$ cat src/rtl/conv_pkg.sv
`default_nettype none
// ============================================================================
// Module : conv_pkg
// Brief  : Shared types and constants for the convolution layer and its feeder.
// Rev    : 1.0
// ============================================================================
package conv_pkg;

    localparam int WORD_W         = 32;
    localparam int DEF_IMG_DIM    = 32;
    localparam int DEF_KERNEL_DIM = 5;

    typedef enum logic [2:0] {
        IDLE   = 3'd0,
        LOAD_W = 3'd1,
        STREAM = 3'd2,
        DRAIN  = 3'd3,
        DONE   = 3'd4
    } feeder_state_e;

    // Bits needed to hold values 0..value-1, never less than 1.
    function automatic int clog2(input int value);
        int r;
        r = 1;
        for (int i = 1; i < 31; i++) begin
            if ((1 << i) < value) r = i + 1;
        end
        return r;
    endfunction

endpackage
`default_nettype wire

$ cat src/rtl/conv_layer_feeder_if.sv
`default_nettype none
// ============================================================================
// Module : conv_layer_feeder_if
// Brief  : Valid/ready word stream from the DMA FIFO into the layer feeder.
// Rev    : 1.0
// ============================================================================
interface conv_layer_feeder_if;
    import conv_pkg::*;

    logic [WORD_W-1:0] s_data;
    logic              s_valid;
    logic              s_ready;

    modport master (output s_data, output s_valid, input  s_ready);
    modport slave  (input  s_data, input  s_valid, output s_ready);

endinterface
`default_nettype wire

$ cat src/rtl/feeder_beat_counter.sv
`default_nettype none
// ============================================================================
// Module : feeder_beat_counter
// Brief  : Terminal-count counter with clear and enable; returns to 0 after term.
// Rev    : 1.0
// ============================================================================
module feeder_beat_counter #(
    parameter int WIDTH = 4
) (
    input  wire logic             clk,
    input  wire logic             reset,
    input  wire logic             clr,
    input  wire logic             en,
    input  wire logic [WIDTH-1:0] term,
    output logic      [WIDTH-1:0] count,
    output logic                  last
);

    logic [WIDTH-1:0] r_count;

    assign count = r_count;
    assign last  = (r_count == term);

    always_ff @(posedge clk or negedge reset) begin
        if (!reset) begin
            r_count <= '0;
        end else if (clr) begin
            r_count <= '0;
        end else if (en) begin
            r_count <= last ? '0 : r_count + WIDTH'(1);
        end
    end

endmodule
`default_nettype wire

$ cat src/rtl/conv_layer_feeder.sv
`default_nettype none
// ============================================================================
// Module : conv_layer_feeder
// Brief  : Routes weight then pixel beats per input set to the conv layer.
//          Optional stall counter output under FEEDER_STALL_COUNT_EN.
// Rev    : 1.0
// ============================================================================
module conv_layer_feeder
    import conv_pkg::*;
#(
    parameter int IMG_DIM      = DEF_IMG_DIM,
    parameter int KERNEL_DIM   = DEF_KERNEL_DIM,
    parameter int WEIGHT_WORDS = KERNEL_DIM * KERNEL_DIM + 3,
    parameter int DRAIN_CYCLES = 16
) (
    input  wire logic              clk,
    input  wire logic              reset,
    input  wire logic              start,
    input  wire logic [WORD_W-1:0] cfg_layer_nr,
    input  wire logic [15:0]       cfg_num_sets,
    conv_layer_feeder_if.slave     s,
    output logic      [WORD_W-1:0] layer_nr,
    output logic                   weight_we,
    output logic      [WORD_W-1:0] weight_data,
    output logic                   conv_en,
    output logic      [WORD_W-1:0] pixel_in,
    output logic                   final_set,
    output logic                   busy,
    output logic                   done
`ifdef FEEDER_STALL_COUNT_EN
    ,
    output logic      [31:0]       stall_cycles
`endif
);

    localparam int PIX_BEATS = IMG_DIM * IMG_DIM;
    localparam int MAX_BEATS = (WEIGHT_WORDS > PIX_BEATS) ? WEIGHT_WORDS : PIX_BEATS;
    localparam int BEAT_W    = clog2(MAX_BEATS);
    localparam int DRAIN_W   = clog2(DRAIN_CYCLES + 1);

    localparam logic [BEAT_W-1:0]  C_W_LAST = BEAT_W'(WEIGHT_WORDS - 1);
    localparam logic [BEAT_W-1:0]  C_P_LAST = BEAT_W'(PIX_BEATS - 1);
    localparam logic [DRAIN_W-1:0] C_D_LAST = DRAIN_W'(DRAIN_CYCLES - 1);

    localparam logic [2:0] ST_IDLE   = IDLE;
    localparam logic [2:0] ST_LOAD_W = LOAD_W;
    localparam logic [2:0] ST_STREAM = STREAM;
    localparam logic [2:0] ST_DRAIN  = DRAIN;
    localparam logic [2:0] ST_DONE   = DONE;

    logic [2:0]        r_state;
    logic [15:0]       r_set_cnt;
    logic [15:0]       r_num_sets;
    logic [WORD_W-1:0] r_layer;
    logic              r_final;
    logic              w_fire;
    logic              w_start_ok;
    logic              w_beat_last;
    logic              w_drain_last;
    logic              w_drain_clr;
    logic [BEAT_W-1:0] w_beat_cnt;
    logic [DRAIN_W-1:0] w_drain_cnt;

    assign s.s_ready    = (r_state == ST_LOAD_W) || (r_state == ST_STREAM);
    assign w_fire       = s.s_valid && s.s_ready;
    assign w_start_ok   = start && (r_state == ST_IDLE);
    assign w_drain_clr  = w_fire && w_beat_last && (r_state == ST_STREAM);

    assign busy      = (r_state != ST_IDLE);
    assign layer_nr  = r_layer;
    assign final_set = r_final;

    // Terminal value switches with the phase, so one counter serves both.
    feeder_beat_counter #(.WIDTH(BEAT_W)) u_beat_cnt (
        .clk   (clk),
        .reset (reset),
        .clr   (w_start_ok),
        .en    (w_fire),
        .term  ((r_state == ST_STREAM) ? C_P_LAST : C_W_LAST),
        .count (w_beat_cnt),
        .last  (w_beat_last)
    );

    feeder_beat_counter #(.WIDTH(DRAIN_W)) u_drain_cnt (
        .clk   (clk),
        .reset (reset),
        .clr   (w_drain_clr),
        .en    (r_state == ST_DRAIN),
        .term  (C_D_LAST),
        .count (w_drain_cnt),
        .last  (w_drain_last)
    );

    always_ff @(posedge clk or negedge reset) begin
        if (!reset) begin
            r_state    <= ST_IDLE;
            r_set_cnt  <= '0;
            r_num_sets <= '0;
            r_layer    <= '0;
            r_final    <= 1'b0;
        end else begin
            case (r_state)
                ST_IDLE: begin
                    if (start) begin
                        r_layer    <= cfg_layer_nr;
                        r_num_sets <= (cfg_num_sets == 16'd0) ? 16'd1 : cfg_num_sets;
                        r_set_cnt  <= '0;
                        r_final    <= (cfg_num_sets <= 16'd1);
                        r_state    <= ST_LOAD_W;
                    end
                end
                ST_LOAD_W: begin
                    if (w_fire && w_beat_last) r_state <= ST_STREAM;
                end
                ST_STREAM: begin
                    if (w_fire && w_beat_last) r_state <= ST_DRAIN;
                end
                ST_DRAIN: begin
                    if (w_drain_last) begin
                        if (r_set_cnt == r_num_sets - 16'd1) begin
                            r_state <= ST_DONE;
                        end else begin
                            r_set_cnt <= r_set_cnt + 16'd1;
                            r_final   <= (r_set_cnt + 16'd2 == r_num_sets);
                            r_state   <= ST_LOAD_W;
                        end
                    end
                end
                ST_DONE: begin
                    r_final <= 1'b0;
                    r_state <= ST_IDLE;
                end
                default: r_state <= ST_IDLE;
            endcase
        end
    end

    always_ff @(posedge clk or negedge reset) begin
        if (!reset) begin
            weight_we   <= 1'b0;
            weight_data <= '0;
            conv_en     <= 1'b0;
            pixel_in    <= '0;
            done        <= 1'b0;
        end else begin
            weight_we <= w_fire && (r_state == ST_LOAD_W);
            conv_en   <= w_fire && (r_state == ST_STREAM);
            done      <= (r_state == ST_DONE);
            if (w_fire && (r_state == ST_LOAD_W)) weight_data <= s.s_data;
            if (w_fire && (r_state == ST_STREAM)) pixel_in    <= s.s_data;
        end
    end

`ifdef FEEDER_STALL_COUNT_EN
    logic [31:0] r_stall;

    always_ff @(posedge clk or negedge reset) begin
        if (!reset) begin
            r_stall <= '0;
        end else if (w_start_ok) begin
            r_stall <= '0;
        end else if (s.s_ready && !s.s_valid && (r_stall != 32'hFFFF_FFFF)) begin
            r_stall <= r_stall + 32'd1;
        end
    end

    assign stall_cycles = r_stall;
`endif

endmodule
`default_nettype wire

$ cat src/flat_wrapper.sv
// flat-port wrapper written by rule: the top's interface ports become plain ports
module conv_layer_feeder_flat import conv_pkg::*;
#(
    parameter int IMG_DIM      = DEF_IMG_DIM,
    parameter int KERNEL_DIM   = DEF_KERNEL_DIM,
    parameter int WEIGHT_WORDS = KERNEL_DIM * KERNEL_DIM + 3,
    parameter int DRAIN_CYCLES = 16
)
  (clk, reset, start, cfg_layer_nr, cfg_num_sets, layer_nr, weight_we, weight_data, conv_en, pixel_in, final_set, busy, done, s_s_data, s_s_valid, s_s_ready);
  conv_layer_feeder_if s_i ();
  input  wire logic clk;
  input  wire logic reset;
  input  wire logic start;
  input  wire logic [WORD_W-1:0] cfg_layer_nr;
  input  wire logic [15:0] cfg_num_sets;
  output logic      [WORD_W-1:0] layer_nr;
  output logic weight_we;
  output logic      [WORD_W-1:0] weight_data;
  output logic conv_en;
  output logic      [WORD_W-1:0] pixel_in;
  output logic final_set;
  output logic busy;
  output logic done;
  input wire logic [$bits(s_i.s_data)-1:0] s_s_data;
  input wire logic [$bits(s_i.s_valid)-1:0] s_s_valid;
  output wire logic [$bits(s_i.s_ready)-1:0] s_s_ready;
  assign s_i.s_data = s_s_data;
  assign s_i.s_valid = s_s_valid;
  assign s_s_ready = s_i.s_ready;
  conv_layer_feeder #(.IMG_DIM(IMG_DIM), .KERNEL_DIM(KERNEL_DIM), .WEIGHT_WORDS(WEIGHT_WORDS), .DRAIN_CYCLES(DRAIN_CYCLES)) u_core (.clk(clk), .reset(reset), .start(start), .cfg_layer_nr(cfg_layer_nr), .cfg_num_sets(cfg_num_sets), .s(s_i), .layer_nr(layer_nr), .weight_we(weight_we), .weight_data(weight_data), .conv_en(conv_en), .pixel_in(pixel_in), .final_set(final_set), .busy(busy), .done(done));
endmodule
$ cat config.mk
export PLATFORM = sky130hd
export DESIGN_NAME = conv_layer_feeder_flat
export DESIGN_NICKNAME = d
export VERILOG_FILES = /design/src/rtl/conv_pkg.sv /design/src/rtl/conv_layer_feeder_if.sv /design/src/rtl/feeder_beat_counter.sv /design/src/rtl/conv_layer_feeder.sv /design/src/flat_wrapper.sv
export SDC_FILE = /design/constraint.sdc
export NUM_CORES = 1
export LEC_CHECK = 0
export BUFFER_PORTS_ARGS = -buffer_cell sky130_fd_sc_hd__buf_2
export CORE_ASPECT_RATIO = 2
export CORE_UTILIZATION = 53
export DETAILED_ROUTE_END_ITERATION = 10
export PLACE_DENSITY = 0.83
export SLEW_MARGIN = 5
export SYNTH_ARGS = -nofsm -noshare
export SYNTH_HDL_FRONTEND = slang
export SYNTH_SLANG_ARGS = --single-unit
$ cat constraint.sdc
create_clock -name clk -period 4.3 [get_ports clk]
set_clock_uncertainty 0.15 [all_clocks]
set_input_delay 0.645 -clock clk [delete_from_list [all_inputs] [get_ports clk]]
set_output_delay 0.645 -clock clk [all_outputs]
set_load 0.01 [all_outputs]
# Word-level counts from Yosys, hierarchy flattened
# Index checks and enable logic that the tools add are counted.
classes:
  order_cmp: 1
  eq_ne: 13
  shift: 0
  n_mux: 22
  n_div: 0
  multipliers: 0
  bitwise: 0
  n_reduce_logical: 18
  addsub: 5
op_table:
  columns: ["operator", "n"]
  rows:
  - ["16-bit two-way mux", 4]
  - ["10-bit two-way mux", 4]
  - ["16-bit == test", 2]
  - ["16-bit case mux with 2 select lines", 1]
  - ["16-bit by 1-bit adder with 16-bit output, second input constant", 1]
  - ["16-bit by 2-bit adder with 16-bit output, second input constant", 1]
  - ["16-bit by 1-bit <= comparator with 1-bit output, second input constant", 1]
  - ["16-bit zero test", 1]
  - ["16-bit by 1-bit subtractor with 16-bit output, second input constant", 1]
  - ["3-bit two-way mux", 5]
  - ["5-bit two-way mux", 3]
  - ["3-bit case mux with 4 select lines", 1]
  - ["4-bit AND reduction", 3]
  - ["10-bit by 1-bit adder with 10-bit output, second input constant", 1]
  - ["10-bit == test", 1]
  - ["2-bit inequality test, second input constant", 4]
  - ["3-bit by 2-bit == test with 1-bit output, second input constant", 2]
  - ["1-bit logical AND", 6]
  - ["2-bit nonzero test", 3]
  - ["3-bit nonzero test", 2]
  - ["5-bit by 1-bit adder with 5-bit output, second input constant", 1]
  - ["5-bit by 4-bit == test with 1-bit output, second input constant", 1]
  - ["3-bit by 1-bit == test with 1-bit output, second input constant", 1]
  - ["3-bit == test, second input constant", 1]
  - ["6 further kinds", 8]
totals:
  n_memories: 0
  latch_bits: 0
  reg_bits: 150
  ramBits: 0
  inputBits: 84
  output_inout_bits: 102
  romBits: 0

# Longest topological paths before layout
depth:
  depth_word: 6
  mapped_depth: 12
  ltp_nobuf: 10

# By module
# From an unflattened synthesis, not the netlist that was laid out.
unflattened:
  cells_unflattened: 779
  area_unflattened_um2: 7761.2
modules_own_cells:
  columns: ["mod", "n_inst", "area_each_um2", "cells_each", "seq_area_each_um2"]
  rows:
  - ["conv_layer_feeder", 1, 6598.8, 664, 3378.2]
  - ["feeder_beat_counter (u_core.u_beat_cnt)", 1, 773.2, 75, 250.2]
  - ["feeder_beat_counter (u_core.u_drain_cnt)", 1, 389.1, 40, 125.1]

# Least setup slack after synthesis
# Ideal clock, no wire load.
synth_path:
  path_type: "reg2reg"
  from: "reg u_core.r_num_sets[3]"
  to: "reg u_core.r_set_cnt[7]"
  required_ns: 4.084
  stages_incl_launch_ff: 10
  path_slack_ns: 1.342
  setup_time_ns: 0.066
  arrival_time_ns: 2.742
  path_cell_list: "dfrtp_1 buf_6 or4_4 or3_4 mux2_2 a31oi_4 o211ai_4 o211ai_2 or4_1 nand2_1"
synth_via:
  elab_chain_cells: 4
synth_rtl:
  columns: ["item", "line_no", "source"]
  rows:
  - ["start: declaration", "conv_layer_feeder.sv:53", "logic [15:0] r_num_sets;"]
  - ["start signal: assignment", "conv_layer_feeder.sv:106", "r_num_sets <= (cfg_num_sets == 16'd0) ? 16'd1 : cfg_num_sets;"]
  - ["16-bit by 1-bit subtractor with 16-bit output", "conv_layer_feeder.sv:120", "if (r_set_cnt == r_num_sets - 16'd1) begin"]
  - ["16-bit == test", "conv_layer_feeder.sv:120", null]
  - ["2-bit inequality test (no line)", null, null]
  - ["4-bit AND reduction (no line)", null, null]
  - ["end signal: assignment", "conv_layer_feeder.sv:123", "r_set_cnt <= r_set_cnt + 16'd1;"]
  - ["end: declaration", "conv_layer_feeder.sv:52", "logic [15:0] r_set_cnt;"]
# No other way between the ends.
# A chain may end at the register's enable or synchronous reset.

# Worst setup path after layout
layout_path:
  from: "reg u_core.r_num_sets[2]"
  to: "reg u_core.r_set_cnt[7]"
# The elaborated chain is that of the path after synthesis.

==> out/metrics.csv <==
stage,metric,value,unit
routing,routed_wl,18900,um
routing,vias,6115,
timing,rsz0062_at_grt,false,
final_layout,nets,973,
hold_path,hp-class,input port to asynchronous set/reset pin,
floorplan,core_area,13400,um2
synth,syn_nets,805,
outcome,status,"finished, final reports clean",
clock_network,hold_buffers,0,
timing,finalCriticalPeriod,3.21,ns
synth,synth_flop_cell,dfrtp_1,
clock_network,numCtsBuffers,17,
timing,fmaxAchievable,0.312,GHz
routing,wl_per_cell,18.0,um
floorplan,die_area,14300,um2
setup_path,crit_arrival,3.41,ns
global_route,grt_max_degree,92,
placed_design,port_buffers,185,
final_layout,final_layout_size_suffix_gt1_frac,0.349,
synth,ys_ff_latch,150,
final_layout,fillerInstances,1055,
placed_design,dp_hpwl,13400,um
placed_design,placed_area,8320,um2
routing,first_pass_iters,7,
routing,route.detailed.drc,0,
final_layout,antenna_cells,0,
clock_network,cts-resized-gates,0,
global_route,overflow,0,
setup_path,start_kind,flip-flop,
placed_design,place.gp.congestion,0.966,
clock_network,cts-htree-levels,4,
timing,fin_crit_sh,0.745,
synth,synth-async-reset-ratio,1.00,
clock_network,clk_latency,0.42,ns
setup_path,setup.worst_path.class,flip-flop to flip-flop,
routing,drtIter0Drc,427,
clock_network,cts.clk_slew.worst_paths,0.07,ns
synth,synthCells,716,
synth,yosysUniqueCellTypes,72,
timing,maxSlewHeadroom,0.204,
power,power.leakage,4.44,nW
timing,tightestPinTransition,1.19,ns
clock_network,cts_setup_buffers,0,
synth,syn_area_per_cell,10.2,um2
global_route,grt_pass1_wl,30600,um
setup_path,ff2ff_setup_slack,1.09,ns
final_layout,stdcell_area,8890,um2
timing,hold_violations,0,
routing,final_antenna_net_count,0,
global_route,track_usage,0.277,
final_layout,synthToLayoutAreaGrowth,21.8,%
timing,slew_viol_final,0,
setup_path,cp.required,4.50,ns
clock_network,clk_path_buf_depth,2,
synth,synth.cell_area,7300,um2
floorplan,num_io_pins,186,
run,drv_cap,0,
final_layout,multiInputGateArea,3340,um2
timing,setup_viol,0,
floorplan,rows,60,
global_route,first_global_vias,6428,
synth,seq_area_frac_synth,0.514,
setup_path,cp-end-kind,flip-flop,
clock_network,clock-sinks,150,
timing,fin_tns_setup,0,ns
setup_path,worstPathMaxFanout,8,
global_route,antenna_found_initial,0,
routing,viasPerCell,5.81,
synth,synth_edf_count,0,
clock_network,cts_tree,done,
power,irDropWorstVdd,0.567,mV
power,p_per_area,626,nW/um2
floorplan,floorplan.initialDensity,0.543,
floorplan,chipWidth,85.0,um
final_layout,area.sequential,3750,um2
synth,ys_warn_count,0,
floorplan,dieHeight,168,um
clock_network,cts-root-buf,clkbuf_16,
[where the power goes]
part	internal (mW)	switching, mW	total, mW
logic	0.826	1.07	1.90
clock network	0.781	0.662	1.44
registers	1.83	0.386	2.22
total	3.44	2.12	5.56
[final cells by class]
type	count	share of cell area
flip-flops and latches	150	0.422
inverters	10	0.00422
well taps	155	0.0218
clock inverters	14	0.0149
repair buffers	190	0.112
multi-input cells	515	0.376
clock buffers	18	0.0494
[flip-flops by register name (all words and copies together) (netlist names)]
register	cells
u_core.layer_nr	32
u_core.weight_we	1
u_core.u_drain_cnt.count	5
u_core.pixel_in	32
u_core.r_state	3
u_core.conv_en	1
u_core.final_set	1
u_core.r_num_sets	16
u_core.weight_data	32
u_core.r_set_cnt	16
u_core.u_beat_cnt.count	10
u_core.done	1
[final timing paths]
check	start	endpoint	depth (start not counted)
max in group asynchronous	reset	u_core.r_num_sets[7]	2
worst max-delay path	u_core.r_num_sets[2]	u_core.r_set_cnt[7]	8
worst max register to register	u_core.r_num_sets[2]	u_core.r_set_cnt[7]	8
min in group clk	cfg_layer_nr[5]	u_core.layer_nr[5]	3
worst min register to register	u_core.layer_nr[3]	u_core.layer_nr[3]	2
worst min-delay path	reset	u_core.weight_data[15]	1
[cell families after synthesis]
family,synth area share
flip-flops,0.514
AO/OA/AOI/OAI,0.0905
XOR/XNOR,0.0463
multiplexers,0.106
adder cells (fa/ha/maj),0.00857
buffers and inverters,0.0293
AND/OR/NAND/NOR,0.205
[cells in the mapped netlist (all sizes together), types with 2 or more instances]
library cell / number / share of area
inv: 10 / 0.0051
a22oi: 2 / 0.0027
or4: 9 / 0.010
nor4b: 2 / 0.0024
dfrtp: 150 / 0.51
and4: 2 / 0.0024
buf: 5 / 0.0055
o21a: 2 / 0.0021
xnor2: 23 / 0.028
ha: 5 / 0.0086
o2111ai: 3 / 0.0036
or3b: 2 / 0.0027
and3: 6 / 0.0051
o211ai: 12 / 0.016
o31ai: 8 / 0.0082
or2: 5 / 0.0043
nand2b: 3 / 0.0026
nand3: 15 / 0.010
o221ai: 2 / 0.0024
nor2b: 2 / 0.0017
nand2: 172 / 0.088
nor2: 33 / 0.020
and2: 5 / 0.0043
a21o: 2 / 0.0021
mux2i: 4 / 0.0055
nand3b: 6 / 0.0062
a21oi: 23 / 0.017
nor3: 14 / 0.0096
clkbuf: 36 / 0.019
a31oi: 3 / 0.0046
nor3b: 5 / 0.0051
nor4: 10 / 0.0094
mux2: 65 / 0.10
nand4: 10 / 0.0086
o41ai: 2 / 0.0034
or3: 8 / 0.0075
xor2: 13 / 0.016
o21ai: 22 / 0.016
[metal layers]
layer	global-route usage	wire length, um	vias up
met5	0	0	-
met1	0.284	6610	2924
met4	0.166	1090	0
li1	-	-	2831
met3	0.0642	951	94
met2	0.503	10200	266
[critical path, cell delays in order, from the launching register on]
cell and delay, ns:
dfrtp_1 0.48, or4_4 0.61, or3_4 0.41, mux2_2 0.27, a31oi_4 0.09, o211ai_4 0.35, o211ai_2 0.18, or4_1 0.51
nand2_1 0.08
[per-stage QoR]
stage / power (mW) / utilization / setup slack (ns) / std cells / hold slack, ns
2_1_floorplan: 3.40 / - / 1.34 / 716 / 0.199
3_3_place_gp: 4.05 / 0.619 / 1.23 / 1020 / 0.303
3_5_place_dp: 4.11 / 0.619 / 1.18 / 1020 / 0.307
4_1_cts: 5.59 / 0.662 / 1.13 / 1052 / 0.176
5_1_grt: 5.87 / 0.662 / 0.984 / 1052 / 0.204
6_report: 5.56 / 0.662 / 1.09 / 1052 / 0.134
[cells in the final DEF, fill, tap and decap left out, types with 15 or more instances in the layout]
cell / netlist / layout
buf_2: 2 / 184
nand2_1: 172 / 171
dfrtp_1: 150 / 150
mux2_2: 65 / 65
nor2_1: 31 / 31
xnor2_1: 23 / 23
a21oi_1: 20 / 20
o21ai_0: 19 / 19
clkbuf_16: 0 / 17
nand3_1: 15 / 15
Note: power is estimated with default switching activity, not from simulation.
